==> config.mk <==
export PLATFORM = sky130hd
export DESIGN_NAME = div_issue_queue
export DESIGN_NICKNAME = d
export VERILOG_FILES = /design/src/rtl/div_issue_queue.sv
export SDC_FILE = /design/constraint.sdc
export NUM_CORES = 1
export LEC_CHECK = 0
export ABC_CLOCK_PERIOD_IN_PS = 3400
export CORE_MARGIN = 1
export CORE_UTILIZATION = 25
export CTS_BUF_LIST = sky130_fd_sc_hd__clkbuf_4 sky130_fd_sc_hd__clkbuf_8
export DETAILED_ROUTE_END_ITERATION = 6
export PLACE_DENSITY = 0.43
export RECOVER_POWER = 25
export SYNTH_ARGS = -nofsm -noshare
export SYNTH_HDL_FRONTEND = slang
export SYNTH_SLANG_ARGS = --single-unit
==> constraint.sdc <==
create_clock -name clk -period 3.4 [get_ports clk]
set_input_delay 0.68 -clock clk [delete_from_list [all_inputs] [get_ports clk]]
set_output_delay 0.68 -clock clk [all_outputs]
set_load 0.02 [all_outputs]
==> src/rtl/div_issue_queue.sv <==
// div_issue_queue
// Issue/writeback controller in front of the stage-3 divide unit.
// Buffers up to DEPTH divide/remainder micro-ops and issues them one at a
// time to the unit with a one-cycle start pulse. It then waits for the unit
// to finish and formats the result, applying W-form sign extension and the
// divide-by-zero bypass. The result is presented as a tagged writeback.
//
// Ports
//   clk, rst (async, active-low), flush   : clock, reset, pipeline kill
//   in_valid/in_ready, in_op1/op2/select/tag : dispatch side
//   div_op1/op2/select, div_start          : operands and start to the unit
//   div_ready, div_result                  : completion from the unit
//   wb_valid/wb_ready, wb_tag, wb_data     : stage-3 result bus
module div_issue_queue #(
    parameter int DEPTH = 4,
    parameter int TAG_W = 5
) (
    input  logic             clk,
    input  logic             rst,
    input  logic             flush,
    input  logic             in_valid,
    output logic             in_ready,
    input  logic [63:0]      in_op1,
    input  logic [63:0]      in_op2,
    input  logic [2:0]       in_select,
    input  logic [TAG_W-1:0] in_tag,
    output logic [63:0]      div_op1,
    output logic [63:0]      div_op2,
    output logic [2:0]       div_select,
    output logic             div_start,
    input  logic             div_ready,
    input  logic [63:0]      div_result,
    output logic             wb_valid,
    input  logic             wb_ready,
    output logic [TAG_W-1:0] wb_tag,
    output logic [63:0]      wb_data
);

    localparam int PTR_W = $clog2(DEPTH);
    localparam int CNT_W = PTR_W + 1;

    localparam logic [2:0] OP_DIV   = 3'd0;
    localparam logic [2:0] OP_DIVU  = 3'd1;
    localparam logic [2:0] OP_REM   = 3'd2;
    localparam logic [2:0] OP_REMU  = 3'd3;
    localparam logic [2:0] OP_DIVW  = 3'd4;
    localparam logic [2:0] OP_DIVUW = 3'd5;
    localparam logic [2:0] OP_REMW  = 3'd6;
    localparam logic [2:0] OP_REMUW = 3'd7;

    typedef enum logic [2:0] {
        S_IDLE    = 3'd0,
        S_START   = 3'd1,
        S_BUSY    = 3'd2,
        S_CAPTURE = 3'd3,
        S_WB      = 3'd4
    } state_e;

    function automatic logic sel_is_w(input logic [2:0] sel);
        logic w;
        case (sel)
            OP_DIVW, OP_DIVUW, OP_REMW, OP_REMUW: w = 1'b1;
            default:                              w = 1'b0;
        endcase
        return w;
    endfunction

    function automatic logic sel_is_rem(input logic [2:0] sel);
        logic r;
        case (sel)
            OP_REM, OP_REMU, OP_REMW, OP_REMUW: r = 1'b1;
            OP_DIV, OP_DIVU, OP_DIVW, OP_DIVUW: r = 1'b0;
            default:                            r = 1'b0;
        endcase
        return r;
    endfunction

    function automatic logic [63:0] sext32(input logic [31:0] x);
        return {{32{x[31]}}, x};
    endfunction

    // W ops only look at the low word of the divisor.
    function automatic logic divisor_zero(input logic [2:0] sel, input logic [63:0] op2);
        return sel_is_w(sel) ? (op2[31:0] == 32'd0) : (op2 == 64'd0);
    endfunction

    // Architectural result of a divide by zero: quotient is all ones, remainder is the dividend.
    function automatic logic [63:0] bypass_value(input logic [2:0] sel, input logic [63:0] op1);
        logic [63:0] v;
        if (!sel_is_rem(sel)) begin
            v = 64'hFFFF_FFFF_FFFF_FFFF;
        end else if (sel_is_w(sel)) begin
            v = sext32(op1[31:0]);
        end else begin
            v = op1;
        end
        return v;
    endfunction

    function automatic logic [63:0] format_result(input logic [2:0] sel, input logic [63:0] res);
        return sel_is_w(sel) ? sext32(res[31:0]) : res;
    endfunction

    // Queue storage and control
    logic [63:0]      fifo_op1_q [DEPTH];
    logic [63:0]      fifo_op2_q [DEPTH];
    logic [2:0]       fifo_sel_q [DEPTH];
    logic [TAG_W-1:0] fifo_tag_q [DEPTH];
    logic [PTR_W-1:0] wr_ptr_q, wr_ptr_d, rd_ptr_q, rd_ptr_d;
    logic [CNT_W-1:0] count_q, count_d;

    state_e           state_q, state_d;
    logic             discard_q, discard_d;
    logic [63:0]      iss_op1_q, iss_op1_d, iss_op2_q, iss_op2_d;
    logic [2:0]       iss_sel_q, iss_sel_d;
    logic [TAG_W-1:0] wb_tag_q, wb_tag_d;
    logic [63:0]      wb_data_q, wb_data_d;

    logic             in_ready_s, enq_s, pop_s, head_zero_s;
    logic             div_start_s, wb_valid_s;

    // Readiness comes from the registered count only, so a pop never frees a slot in the same cycle.
    assign in_ready_s  = (count_q != CNT_W'(DEPTH));
    assign enq_s       = in_valid && in_ready_s && !flush;
    assign pop_s       = (state_q == S_IDLE) && (count_q != CNT_W'(0)) && !flush;
    assign head_zero_s = divisor_zero(fifo_sel_q[rd_ptr_q], fifo_op2_q[rd_ptr_q]);

    // Queue entry storage
    always_ff @(posedge clk or negedge rst) begin
        if (!rst) begin
            for (int i = 0; i < DEPTH; i++) begin
                fifo_op1_q[i] <= 64'd0;
                fifo_op2_q[i] <= 64'd0;
                fifo_sel_q[i] <= 3'd0;
                fifo_tag_q[i] <= '0;
            end
        end else if (enq_s) begin
            fifo_op1_q[wr_ptr_q] <= in_op1;
            fifo_op2_q[wr_ptr_q] <= in_op2;
            fifo_sel_q[wr_ptr_q] <= in_select;
            fifo_tag_q[wr_ptr_q] <= in_tag;
        end
    end

    // Pointer and occupancy next state; flush empties the queue and drops any enqueue
    always_comb begin
        wr_ptr_d = wr_ptr_q;
        rd_ptr_d = rd_ptr_q;
        count_d  = count_q;
        if (flush) begin
            wr_ptr_d = '0;
            rd_ptr_d = '0;
            count_d  = '0;
        end else begin
            if (enq_s) begin
                wr_ptr_d = wr_ptr_q + PTR_W'(1);
            end else begin
                wr_ptr_d = wr_ptr_q;
            end
            if (pop_s) begin
                rd_ptr_d = rd_ptr_q + PTR_W'(1);
            end else begin
                rd_ptr_d = rd_ptr_q;
            end
            case ({enq_s, pop_s})
                2'b10:   count_d = count_q + CNT_W'(1);
                2'b01:   count_d = count_q - CNT_W'(1);
                default: count_d = count_q;
            endcase
        end
    end

    // FSM next state; a flush during BUSY must still wait for the unit to finish
    always_comb begin
        state_d   = state_q;
        discard_d = discard_q;
        if (flush) begin
            case (state_q)
                S_BUSY: begin
                    if (div_ready) begin
                        state_d   = S_IDLE;
                        discard_d = 1'b0;
                    end else begin
                        state_d   = S_BUSY;
                        discard_d = 1'b1;
                    end
                end
                default: begin
                    state_d   = S_IDLE;
                    discard_d = 1'b0;
                end
            endcase
        end else begin
            case (state_q)
                S_IDLE: begin
                    if (pop_s) begin
                        state_d = head_zero_s ? S_WB : S_START;
                    end else begin
                        state_d = S_IDLE;
                    end
                end
                S_START: state_d = S_BUSY;
                S_BUSY: begin
                    if (div_ready) begin
                        state_d   = discard_q ? S_IDLE : S_CAPTURE;
                        discard_d = 1'b0;
                    end else begin
                        state_d   = S_BUSY;
                    end
                end
                S_CAPTURE: state_d = S_WB;
                S_WB: begin
                    if (wb_ready) begin
                        state_d = S_IDLE;
                    end else begin
                        state_d = S_WB;
                    end
                end
                default: begin
                    state_d   = S_IDLE;
                    discard_d = 1'b0;
                end
            endcase
        end
    end

    // Issue and writeback register next state
    always_comb begin
        iss_op1_d = iss_op1_q;
        iss_op2_d = iss_op2_q;
        iss_sel_d = iss_sel_q;
        wb_tag_d  = wb_tag_q;
        wb_data_d = wb_data_q;
        if (pop_s) begin
            iss_op1_d = fifo_op1_q[rd_ptr_q];
            iss_op2_d = fifo_op2_q[rd_ptr_q];
            iss_sel_d = fifo_sel_q[rd_ptr_q];
            wb_tag_d  = fifo_tag_q[rd_ptr_q];
            if (head_zero_s) begin
                wb_data_d = bypass_value(fifo_sel_q[rd_ptr_q], fifo_op1_q[rd_ptr_q]);
            end else begin
                wb_data_d = wb_data_q;
            end
        end else if ((state_q == S_CAPTURE) && !flush) begin
            // The unit registered its result on the ready edge, so it is stable here.
            wb_data_d = format_result(iss_sel_q, div_result);
        end else begin
            wb_data_d = wb_data_q;
        end
    end

    // State, pointer and datapath registers
    always_ff @(posedge clk or negedge rst) begin
        if (!rst) begin
            state_q   <= S_IDLE;
            discard_q <= 1'b0;
            wr_ptr_q  <= '0;
            rd_ptr_q  <= '0;
            count_q   <= '0;
            iss_op1_q <= 64'd0;
            iss_op2_q <= 64'd0;
            iss_sel_q <= 3'd0;
            wb_tag_q  <= '0;
            wb_data_q <= 64'd0;
        end else begin
            state_q   <= state_d;
            discard_q <= discard_d;
            wr_ptr_q  <= wr_ptr_d;
            rd_ptr_q  <= rd_ptr_d;
            count_q   <= count_d;
            iss_op1_q <= iss_op1_d;
            iss_op2_q <= iss_op2_d;
            iss_sel_q <= iss_sel_d;
            wb_tag_q  <= wb_tag_d;
            wb_data_q <= wb_data_d;
        end
    end

    // FSM output decode from the registered state
    always_comb begin
        div_start_s = 1'b0;
        wb_valid_s  = 1'b0;
        case (state_q)
            S_START: div_start_s = 1'b1;
            S_WB:    wb_valid_s  = 1'b1;
            default: begin
                div_start_s = 1'b0;
                wb_valid_s  = 1'b0;
            end
        endcase
    end

    assign in_ready   = in_ready_s;
    assign div_op1    = iss_op1_q;
    assign div_op2    = iss_op2_q;
    assign div_select = iss_sel_q;
    assign div_start  = div_start_s;
    assign wb_valid   = wb_valid_s;
    assign wb_tag     = wb_tag_q;
    assign wb_data    = wb_data_q;

endmodule
# After elaboration in Yosys (flattened, before gate mapping)
# Memory sizes are Yosys's and may differ from the RTL's.
# Index checks and enable logic that the tools add are counted.
# op_classes
muxes,60
shifts,0
n_div,0
n_eq_ne,18
n_lt_le_gt_ge,3
add_sub_neg,4
multipliers,0
reduce_logical,20
n_bitwise,2
# ops
op,count
64-bit 2-to-1 mux,11
256-bit bitwise mux,2
64-bit binary-select mux with 2-bit select,2
64-bit demux with 2-bit select,1
64-bit logical NOT,1
32-bit logical NOT,1
"3-bit equality test, second input constant",9
3-bit 2-to-1 mux,9
20-bit bitwise mux,1
1-bit 2-to-1 mux,16
5-bit 2-to-1 mux,3
3-bit case mux with 5 select lines,1
2-bit 2-to-1 mux,7
12-bit bitwise mux,1
4-bit OR reduction,3
5-bit binary-select mux with 2-bit select,1
5-bit demux with 2-bit select,1
3-bit binary-select mux with 2-bit select,1
3-bit demux with 2-bit select,1
"3-bit by 2-bit equality test with 1-bit output, second input constant",2
"3-bit >= comparator, second input constant",2
1-bit logical AND,6
"3-bit inequality test, second input constant",2
2-bit inverter with 3-bit output,2
other kinds (15),21
# totals
latchBits,0
mem_bits_ro,8
out_inout_bits,203
input_bits,206
register_bits,755
mem_bits_rw,0
word_cells,134
mem_count,1
# mem_list
memory,depth,word_bits,read_ports,rd_ports_with_merged_regs,write_ports,line_no,rtl
(name not given),8,1,1,0,0,70,case (sel)

# Longest topological paths before layout
# logic_depth
ltp_word,17
mapped_depth,11
depth_no_buf,9

# Least setup slack after synthesis
# OpenSTA, ideal clock, no wires.
# synth_timing
path_kind,flip-flop to flip-flop
start,register state_q[2]
end,register count_q[2]
path_stages_with_launch,11
required_time_ps,3268
synth_period_minus_slack_ps,2862
path_buffers,2
slack_ps,538
setup_ps,132
arrival_ps,2730
path_cell_list,dfrtp_1 > nor4_2 > nand2_1 > clkbuf_1 > clkbuf_1 > a21oi_1 > fa_1 > or3b_2 > o21ai_0 > xnor2_1 > nor2_1
# synth_between
elab_chain_len,6
elab_cells_between_ends,8
cone_classes,eq/ne: 2; mux: 2; reduce/logical: 4
# synth_rtl
element,line_no,rtl
start: declaration,112,"state_e state_q, state_d;"
start signal: assignment,266,state_q <= state_d;
3-bit logical NOT (*),125,assign pop_s = (state_q == S_IDLE) && (count_q != CNT_W'(0)) && !flush;
1-bit logical AND (*) (2 in series),125,
2-bit by 1-bit equality test with 1-bit output or 2-bit equality test (tied branches),165,"case ({enq_s, pop_s})"
3-bit case mux with 2 select lines,165,
3-bit 2-to-1 mux,150,if (flush) begin
end signal: assignment,270,count_q <= count_d;
end: declaration,110,"logic [CNT_W-1:0] count_q, count_d;"
# Mark *: on every way between the ends. The rest lies on a longest branch, timed or not.
# A chain may end at the register's enable or synchronous reset.

# Worst setup path in the final report
# layout_timing
start,register rd_ptr_q[0]
end,"register wb_data_q[7], in the netlist wb_data[7]"
# layout_between
elab_chain_len,10
elab_cells_between_ends,28
cone_classes,eq/ne: 5; mux: 17; bitwise: 1; reduce/logical: 4; memory: 1
# layout_rtl
element,line_no,rtl
start: declaration,109,"logic [PTR_W-1:0] wr_ptr_q, wr_ptr_d, rd_ptr_q, rd_ptr_d;"
start signal: assignment,269,rd_ptr_q <= rd_ptr_d;
2-bit inverter with 3-bit output (not written as such) (*),"126, 240",
3-bit binary-select mux with 2-bit select,"126, 240",
3-bit 2-to-1 mux (not written as such) (2 in series),"126, 240",
memory read 8 x 1 bit or 3-bit equality test (tied branches),n/a,
1-bit 2-to-1 mux or 4-bit OR reduction (tied branches),"239, 61",
"1-bit 2-to-1 mux, on equally long branches","234, 61",
64-bit 2-to-1 mux or 1-bit 2-to-1 mux (tied branches),"90, 84",
64-bit 2-to-1 mux or 2-bit by 1-bit inequality test with 1-bit output (tied branches),n/a,
64-bit 2-to-1 mux or 2-bit AND reduction (tied branches),n/a,
end signal: assignment,275,wb_data_q <= wb_data_d;
end: declaration,117,"logic [63:0] wb_data_q, wb_data_d;"
# Mark *: on every way between the ends. The rest lies on a longest branch, timed or not. The select of a mux whose other input is x is not followed.

==> results.json <==
{
  "status": "finished with violations",
  "failed_checks": "capacitance limit, slew limit",
  "rsz0062_at_grt": "yes",
  "fin_nets": 3044,
  "syn2layout_area_growth_pct": 30.37,
  "clockBufferDepth": 3,
  "fp.dieW_um": 362.7,
  "vdd_drop_max_mv": 0.4176,
  "path_class": "reg2reg",
  "synth_top_family_by_area": "multiplexers",
  "clock_latency_ns": 0.84,
  "fin_ws_ns": 0.1186,
  "synth_xor_area_share_pct": 0.1616,
  "io_buffers": 408,
  "rr_startpoint": "rd_ptr_q[0]",
  "power_density_nw_per_um2": 936.1,
  "cts_tree": "built",
  "syn_avg_cell_area_sq_um": 13.92,
  "die_h_um": 362.7,
  "hold_class": "reg2reg",
  "root_buffer": "clkbuf_8",
  "htreeDepth": 4,
  "slew_viol_final": 63,
  "place.gp.congestion": 0.7583,
  "finalSetupTns_ns": 0,
  "crit_required_ns": 4.08,
  "routed_via_density": 4.464,
  "hold_viol_final": 0,
  "slew_headroom_pct": -51.09,
  "slowest_delay_ns": 0.54,
  "synth_compound_area_share_pct": 1.600,
  "final-setup-viol-count": 0,
  "skew_ns": 0.04229,
  "slowest_stage": "mux4_2",
  "dpl.hpwl_mm": 68.46,
  "cts_made_buffers": 140,
  "synth_nets": 2547,
  "synthMuxAreaShare_pct": 30.49,
  "fmax_mhz": 304.7,
  "grt_usage_pct": 15.56,
  "syn_inst": 2336,
  "io_pins": 409,
  "crit_buf_inv": 4,
  "drt-total-wl_mm": 101.2,
  "period_needed_ns": 3.281,
  "power_leakage_nw": 18.86,
  "dr_total_vias": 20870,
  "rows": 131,
  "clkTransAtPathRegs_ns": 0.06,
  "end_kind": "register",
  "drcViolationCount": 0,
  "yosys_most_used_dff": "dfrtp_1",
  "worstPathArrival_ns": 3.97,
  "grt_pass1_wl_mm": 153.2,
  "clock-sinks": 755,
  "dr.pass1.iters": 5,
  "dp_slack_ns": -0.1968,
  "synth_edf_count": 0,
  "initial_utilization_pct": 25.34,
  "worstPathMaxFanout": 14,
  "hold_start": "div_op1[5]",
  "first_global_vias": 23680,
  "avgRoutedWirePerCell_um": 21.65,
  "ys_seq_area_share_pct": 58.09,
  "ant_nets": 0,
  "async_reset_ff_share_pct": 100.0,
  "die-area_sq_um": 131500,
  "crit_path_start": "rd_ptr_q[0]",
  "cpLargestDelayFamily": "simple AND/OR/NAND/NOR gates",
  "drtIter0Drc": 894,
  "ys_types": 40,
  "grt_overflow": 0,
  "period_share_pct": 96.51,
  "yosys.area_share.adder_pct": 0.2154,
  "syn_area_sq_um": 32520,
  "synth-seq-cells": 755,
  "grt_max_degree": 100,
  "antenna_found_initial": 19,
  "tightest_slew_ns": 2.266,
  "synth-simple-area-share_pct": 7.402,
  "start_kind": "register",
  "path_cells": "buf_12 > buf_12 > mux4_2 > nor4_1 > nand4_1 > nor2_4 > buf_4 > a31oi_4 > buf_4 > mux2_1",
  "core_area_sq_um": 128300,
  "ys_warn_count": 0,
  "maxCapViolations": 1,
  "drive_gt1_share_pct": 37.00
}
-- logic make-up (layout without fill, tap and decap cells) --
family	after synthesis	count (layout)
simple gates	593	593
xor+xnor	6	6
other cells	0	8
mux	747	747
flops	755	755
fa+ha+maj	5	5
buf+inv	149	751
compound gates	81	81
-- tightest hold or removal path, delay by kind of cell (launching register included) --
kind          cells  cell delay, ns
simple gates      2            0.11
flops             1            0.34
-- power breakdown --
part / total (mW) / switching [mW] / internal [mW]
Clock: 9.42 / 3.98 / 5.44
Combinational: 14.9 / 7.28 / 7.65
Sequential: 15.3 / 2.22 / 13.1
-- timing repair --
item	in CTS	in global routing
hold buffers	1	0
endpoints found under the hold margin	54	0
buffers inserted	3	0
pin swaps	1	2
endpoints found under the setup margin	63	15
gates cloned	1	0
resized for setup	10	5
-- cell type report --
type / count / area [sq um]
well taps: 1729 / 2163
inverters: 4 / 15.01
fillers: 12610 / 85940
diodes: 8 / 20.02
clock inverters: 23 / 240.2
repair buffers: 500 / 5149
flip-flops and latches: 755 / 18900
clock buffers: 224 / 2795
multi-input cells: 1432 / 13120
-- synth_stat cells (2+ instances only) --
library cell,n,area (sq um)
buf_1,6,22.52
o21ai_1,2,10.01
nor4_1,16,100.1
nand3_1,2,10.01
nand4_1,4,25.02
buf_2,29,145.1
nand2_1,514,1929
o21ai_0,36,180.2
buf_6,7,78.83
mux2_2,592,6666
mux4_2,134,3018
clkbuf_1,99,371.6
a21oi_1,4,20.02
mux2i_1,4,40.04
nor2_1,11,41.29
or3b_2,2,17.52
nor3b_1,2,15.01
a22oi_1,32,240.2
dfrtp_1,755,18890
nand2b_1,36,225.2
buf_4,4,30.03
mux2_1,17,191.4
inv_1,4,15.01
xor2_1,3,26.28
ha_1,4,50.05
xnor2_1,3,26.28
-- cell usage in the layout (no fill, tap or decap), types with 8 or more instances in the layout --
cell type and count:
a22oi_1 32, buf_12 29, buf_4 47, clkbuf_4 49, clkbuf_8 178, clkdlybuf4s50_1 406
clkinv_2 9, dfrtp_1 753, diode_2 8, mux2_1 17, mux2_2 592, mux4_2 134
nand2_1 509, nand2b_1 36, nor2_1 11, nor4_1 9, o21ai_0 36
-- per-layer routing --
metal  global-route usage, %  vias up  share of wire [%]
met3                   4.011      190                4.9
met2                   25.67      461                 49
li1                        -     9262                  -
met4                   5.849       22                2.6
met1                   19.47    10930                 44
met5                       0        -               0.13
-- stage by stage --
| step | std cells | cell area [sq um] | util, % | total power, mW | hold WS (ns) |
|---|---|---|---|---|---|
| after CTS | 4667 | 42430 | 33.06 | 40.47 | 0.3795 |
| after detailed placement | 4415 | 39260 | 30.59 | 30.57 | 0.4634 |
| after floorplan | 2336 | 32520 | - | 24.01 | 0.3844 |
| after global routing | 4672 | 42390 | 33.03 | 42.28 | 0.4653 |
| final | 4675 | 42400 | 33.04 | 39.69 | 0.4738 |
| after global placement | 4415 | 39260 | 30.59 | 29.95 | 0.4637 |
-- state kept, by name (all words and copies together) (netlist names) --
register,flops
fifo_op2_q,256
wb_data,64
state_q,3
fifo_op1_q,256
div_op1,64
fifo_tag_q,20
div_select,3
wb_tag,5
wr_ptr_q,2
div_op2,64
rd_ptr_q,2
discard_q,1
count_q,3
fifo_sel_q,12
-- worst paths after layout --
check                      slack, ns               to  cells after the start
max in group asynchronous       0.40  fifo_op2_q[170]                      3
min                             0.47       div_op1[5]                      2
min in group asynchronous       1.05      div_op1[33]                      2
max reg2reg                     0.12       wb_data[7]                     10
max                             0.12       wb_data[7]                     10
min reg2reg                     0.47       div_op1[5]                      2
Power figures use the tool's default switching activity.
